`config.mk`:
```
export PLATFORM = sky130hd
export DESIGN_NAME = filter_sp_stream_ctrl
export DESIGN_NICKNAME = d
export VERILOG_FILES = /design/src/rtl/filter_sp_pkg.sv /design/src/rtl/sp_wrap_counter.sv /design/src/rtl/filter_sp_stream_ctrl.sv
export SDC_FILE = /design/constraint.sdc
export NUM_CORES = 1
export LEC_CHECK = 0
export CAP_MARGIN = 15
export CORE_AREA = 2 2 286 288
export CTS_BUF_LIST = sky130_fd_sc_hd__clkbuf_4 sky130_fd_sc_hd__clkbuf_8
export DETAILED_ROUTE_END_ITERATION = 8
export DIE_AREA = 0 0 288 290
export DONT_BUFFER_PORTS = 1
export SYNTH_ARGS = -nofsm -noshare
export SYNTH_HDL_FRONTEND = slang
export SYNTH_HIERARCHICAL = 1
export SYNTH_SLANG_ARGS = --single-unit
```
`constraint.sdc`:
```
create_clock -name clk -period 128.7 [get_ports clk]
set_clock_uncertainty 0.05 [all_clocks]
set_input_delay 25.74 -clock clk [delete_from_list [all_inputs] [get_ports clk]]
set_output_delay 25.74 -clock clk [all_outputs]
set_load 0.1 [all_outputs]
```
`src/rtl/filter_sp_pkg.sv`:
```
// Shared types and helpers for the filter scratchpad stream controller.
// Holds the FSM encoding, occupancy width extension and the usable-depth helper.
package filter_sp_pkg;

    typedef enum logic {
        IDLE   = 1'b0,
        ACTIVE = 1'b1
    } sp_state_t;

    // occupancy and address sums need one bit above the pointer width
    localparam int OCC_EXTRA_BITS = 1;

    // Largest multiple of fs that fits in sp_size: the circular buffer only ever holds whole filters.
    function automatic int calc_limit(input int sp_size, input int fs);
        if (fs <= 0) begin
            return sp_size;
        end
        return sp_size - (sp_size % fs);
    endfunction

endpackage

```
`src/rtl/sp_wrap_counter.sv`:
```
// Modulo-limit pointer: advances by step when enabled, wrapping at limit; load clears to zero.
// Latency: count updates on the clock after en/load; load wins over en.
module sp_wrap_counter #(
    parameter int W = 8
) (
    input  logic         clk,
    input  logic         rst_n,
    input  logic         load,
    input  logic         en,
    input  logic [W-1:0] step,
    input  logic [W:0]   limit,
    output logic [W-1:0] count
);

    logic [W:0]   sum;
    logic [W-1:0] wrapped;

    // count < limit and step <= limit, so one conditional subtract is enough
    always_comb begin
        sum     = {1'b0, count} + {1'b0, step};
        wrapped = W'((sum >= limit) ? (sum - limit) : sum);
    end

    always_ff @(posedge clk) begin
        if (!rst_n) begin
            count <= '0;
        end else if (load) begin
            count <= '0;
        end else if (en) begin
            count <= wrapped;
        end
    end

endmodule

```
`src/rtl/filter_sp_stream_ctrl.sv`:
```
// Filter scratchpad controller: circular buffer of whole filters, each read reuse_count times.
// Reads may trail writes within a filter; writes stall on full occupancy or when the job is fully loaded.
module filter_sp_stream_ctrl
    import filter_sp_pkg::*;
#(
    parameter int SP_SIZE              = 8,
    parameter int FILTER_SIZE_REG_SIZE = 8,
    parameter int POINTER_SIZE         = 8,
    parameter int COUNT_SIZE           = 8
) (
    input  logic                            clk,
    input  logic                            rst_n,
    input  logic                            start,
    input  logic [FILTER_SIZE_REG_SIZE-1:0] filter_size,
    input  logic [COUNT_SIZE-1:0]           reuse_count,
    input  logic [COUNT_SIZE-1:0]           num_filters,
    input  logic                            in_valid,
    output logic                            in_ready,
    output logic                            sp_wr_en,
    output logic [POINTER_SIZE-1:0]         sp_wr_addr,
    input  logic                            rd_en,
    output logic                            av_filter,
    output logic [POINTER_SIZE-1:0]         sp_rd_addr,
    output logic                            end_of_filter,
    output logic                            done,
    output logic                            busy,
    output logic                            cfg_err
);

    localparam int PW = POINTER_SIZE;
    localparam int OW = POINTER_SIZE + OCC_EXTRA_BITS;
    localparam int FW = FILTER_SIZE_REG_SIZE;
    localparam int CW = COUNT_SIZE;
    // written spans the whole job, so it is sized for N*FS rather than the scratchpad
    localparam int WW = COUNT_SIZE + FILTER_SIZE_REG_SIZE;

    sp_state_t     state, state_nxt;
    logic [FW-1:0] fs_q, off;
    logic [OW-1:0] limit_q, occ, rd_sum;
    logic [CW-1:0] r_q, n_q, pass, fcnt;
    logic [WW-1:0] written, total;
    logic [PW-1:0] base;
    logic          active, cfg_ok, accept, rd_fire, last_word, release_slot, ptr_clr;

    assign active = (state == ACTIVE);
    assign busy   = active;
    assign cfg_ok = (filter_size != '0) && (int'(filter_size) <= SP_SIZE)
                 && (reuse_count != '0) && (num_filters != '0);
    assign accept = start && !active && cfg_ok;
    assign total  = WW'(n_q) * WW'(fs_q);

    assign in_ready      = active && (occ < limit_q) && (written < total);
    assign sp_wr_en      = in_valid && in_ready;
    assign av_filter     = active && (occ > OW'(off));
    assign rd_fire       = rd_en && av_filter;
    assign last_word     = (off == fs_q - FW'(1));
    assign end_of_filter = rd_fire && last_word;
    assign release_slot  = end_of_filter && (pass == r_q - CW'(1));
    assign done          = release_slot && (fcnt == n_q - CW'(1));
    assign ptr_clr       = accept || done;

    always_comb begin
        rd_sum     = {1'b0, base} + OW'(off);
        sp_rd_addr = PW'((rd_sum >= limit_q) ? (rd_sum - limit_q) : rd_sum);
    end

    always_comb begin
        state_nxt = state;
        case (state)
            IDLE:    if (accept) state_nxt = ACTIVE;
            ACTIVE:  if (done)   state_nxt = IDLE;
            default: state_nxt = IDLE;
        endcase
    end

    always_ff @(posedge clk) begin
        if (!rst_n) begin
            state   <= IDLE;
            cfg_err <= 1'b0;
            fs_q    <= '0;
            limit_q <= '0;
            r_q     <= '0;
            n_q     <= '0;
            occ     <= '0;
            written <= '0;
            off     <= '0;
            pass    <= '0;
            fcnt    <= '0;
        end else begin
            state   <= state_nxt;
            cfg_err <= start && !active && !cfg_ok;
            if (accept) begin
                fs_q    <= filter_size;
                limit_q <= OW'(calc_limit(SP_SIZE, int'(filter_size)));
                r_q     <= reuse_count;
                n_q     <= num_filters;
                occ     <= '0;
                written <= '0;
                off     <= '0;
                pass    <= '0;
                fcnt    <= '0;
            end else if (active) begin
                occ <= occ + OW'(sp_wr_en) - (release_slot ? OW'(fs_q) : '0);
                if (sp_wr_en) begin
                    written <= written + WW'(1);
                end
                if (rd_fire) begin
                    if (last_word) begin
                        off <= '0;
                        if (release_slot) begin
                            pass <= '0;
                            fcnt <= fcnt + CW'(1);
                        end else begin
                            pass <= pass + CW'(1);
                        end
                    end else begin
                        off <= off + FW'(1);
                    end
                end
            end
        end
    end

    sp_wrap_counter #(.W(PW)) u_wr_ptr (
        .clk   (clk),
        .rst_n (rst_n),
        .load  (ptr_clr),
        .en    (sp_wr_en),
        .step  (PW'(1)),
        .limit (limit_q),
        .count (sp_wr_addr)
    );

    sp_wrap_counter #(.W(PW)) u_base (
        .clk   (clk),
        .rst_n (rst_n),
        .load  (ptr_clr),
        .en    (release_slot),
        .step  (PW'(fs_q)),
        .limit (limit_q),
        .count (base)
    );

endmodule

```
==> flow_summary.toml <==
[status]
status = "finished clean"

[detailed_routing]
ant_nets = 0
drtIter0Drc = 2262
drc = 0
dr.pass1.iters = 6
finalWirelength_mm = 93.9
avgViaCountPerCell = 6.01
wl_per_cell_microns = 17.3
vias = 32632

[logic_synthesis]
synth_edf_count = 0
yosys.cell_types.count = 135
yosysMostFrequentCell = "nor2_1"
synth_seq_cells = 100
yosysTopAreaCell = "ha_1"
syn_area_per_cell_sq_um = 7.13
synth_area_sq_mm = 0.0319
synth_commonest_cells = "nor2_1, nand2_1, a21oi_1, ha_1, o21ai_0"
synth.area.top_cells = "ha_1, dfxtp_1, xnor2_1"
synth_async_sr_flop_share_pct = 0
ys_dominant_reg_cell = "dfxtp_1"
syn_inst = 4465
ys_warn_count = 6
netlist.area_leader.share_pct = 13.3
ys_seq_area_share_pct = 6.28

[job]
max-cap-violations = 0

[worst_setup_path]
r2r_slack_ps = 120010
path_class = "in -> reg"
critPathArrivalTime_ps = 108400
worstPathMaxFanout = 22
crit_path_frequent_cell = "a21o_1"
cpPeakStageDelay_ps = 840
crit_path_end_kind = "flip-flop"
r2r_end = "occ[8]$_SDFFE_PP0P_"
regToRegStartpoint = "fs_q[3]$_SDFFE_PN0P_"
ff2ff_path_depth = 41
cp-start-kind = "primary input"
critPathRequiredTime_ps = 128980
critPathSlowestCell = "nor4_4"

[clock_network]
cts_tree = "built"
htreeDepth = 3
cts_resized = 0
cts_buffer_depth = 2
ctsHoldBuffers = 0
cts_root_buf = "clkbuf_8"
cts.clk_slew.worst_paths_ps = 100
post_cts.repair.setup_buffers = 0
cts_buffers = 9
clock-sinks = 100
clock_latency_ps = 410

[timing]
period_minus_slack_ps = 108130
fin_crit_sh_pct = 84.0
fin_tns_setup_ps = 0
setup_viol = 0
hold_viol = 0
rsz0062_at_grt = "no"
worstMarginPinSlew_ps = 1220
fmax_ghz = 0.00925
relSlewSlack_pct = 19.0
drv_slew = 0

[worst_hold_path]
hold_end = "r_q[1]$_SDFFE_PN0P_"
hold_path_class = "reg -> reg"
min_path_cells = 2
min_from = "r_q[1]$_SDFFE_PN0P_"

[grt]
grt_use_total_pct = 21.6
grt_overflow_total = 0
grt_pass1_wl_mm = 154
antenna_found_initial = 0
grt_max_degree = 63
grt_pass1_vias = 30224

[place]
routabilityCongestion = 0.902
dpl_cell_area_sq_mm = 0.0329
dp_hpwl_mm = 74.8
port_buffers = 0

[floorplan]
io_pins = 52
die_w_microns = 288
die_area_sq_mm = 0.0835
coreArea_sq_mm = 0.0802
core.rowCount = 104
fp.dieH_microns = 290
start_util_pct = 39.7

[layout]
final_core_util_pct = 41.3
diodes = 0
stdcell_area_sq_mm = 0.0331
fin_nets = 4779
drive_above_1_share_pct = 5.92
areaGrowthSynthToFinish_pct = 3.89
through the flow:
step / hold slack [ps] / cells / setup slack [ps]
after floorplan: 399 / 4472 / 28360
after global placement: 415 / 5416 / 23350
after detailed placement: 420 / 5416 / 21040
after CTS: 434 / 5431 / 21180
after global routing: 483 / 5432 / 12700
final: 437 / 5432 / 20570
layer usage:
layer  global-route usage [%]  vias up  part of all wire, %
met5                        0        -                    0
met4                     4.42        0                  1.8
met3                     1.31      118                  3.9
met2                     36.6      777                   46
met1                     29.9    15281                   48
li1                         -    16456                    -
cell usage in the layout, fill, tap and decap left out, types with 52 or more instances in the layout:
| master | n |
|---|---|
| nor4_1 | 55 |
| mux2i_1 | 67 |
| inv_1 | 199 |
| mux2_2 | 52 |
| nand2b_1 | 96 |
| o21a_1 | 72 |
| nand3_1 | 119 |
| a21oi_1 | 337 |
| nor2_1 | 436 |
| dfxtp_1 | 99 |
| and3_1 | 53 |
| nor3_1 | 125 |
| ha_1 | 338 |
| nand4_1 | 58 |
| o21ai_0 | 225 |
| o211ai_1 | 53 |
| nand2_1 | 380 |
| xnor2_1 | 221 |
| a21o_1 | 196 |
| o31ai_1 | 66 |
| xor2_1 | 132 |
| and2_1 | 86 |
worst max path at each step:
stage | startpoint | to | cells past startpoint
CTS | filter_size[1] | limit_q[8]$_SDFFE_PN0P_ | 370
global route | filter_size[1] | limit_q[8]$_SDFFE_PN0P_ | 371
finish | filter_size[1] | limit_q[8]$_SDFFE_PN0P_ | 370
floorplan | filter_size[0] | limit_q[8]$_SDFFE_PN0P_ | 401
detailed placement | filter_size[1] | limit_q[8]$_SDFFE_PN0P_ | 370
global placement | filter_size[1] | limit_q[8]$_SDFFE_PN0P_ | 370
layout make-up:
class	count	area (sq um)
clock buffer	11	145
clock inverter	4	50.0
fill	8472	47100
inverter	200	751
multi-input combinational	4024	28600
sequential	100	2000
tap	1060	1330
timing repair buffer	33	253
cells by family after synthesis:
logic type	Yosys count	synth area share (%)
adders and majority gates	382	16.0
buffers and inverters	348	4.28
xor gates and xnor gates	355	9.85
DFF	100	6.28
other	2	0.0236
AOI/OAI and AO/OA	1460	31.9
and+or+nand+nor	1696	27.6
muxes	122	4.05
critical path: cells and delay by family:
family | cells | cell delay [ps]
compound gates | 185 | 35890
fa+ha+maj | 32 | 10230
buf+inv | 13 | 2040
mux | 11 | 3590
simple gates | 129 | 30670
sequential cells by signal (all words and copies together), names as in the netlist:
| register | count |
|---|---|
| limit_q | 9 |
| r_q | 8 |
| off | 8 |
| u_base/count | 8 |
| u_wr_ptr/count | 8 |
| fs_q | 8 |
| busy | 1 |
| fcnt | 8 |
| pass | 8 |
| cfg_err | 1 |
| occ | 9 |
| n_q | 8 |
| written | 16 |
Power is not shown: default switching activity piles up to over one toggle a cycle in this logic, so the estimate is an artifact.
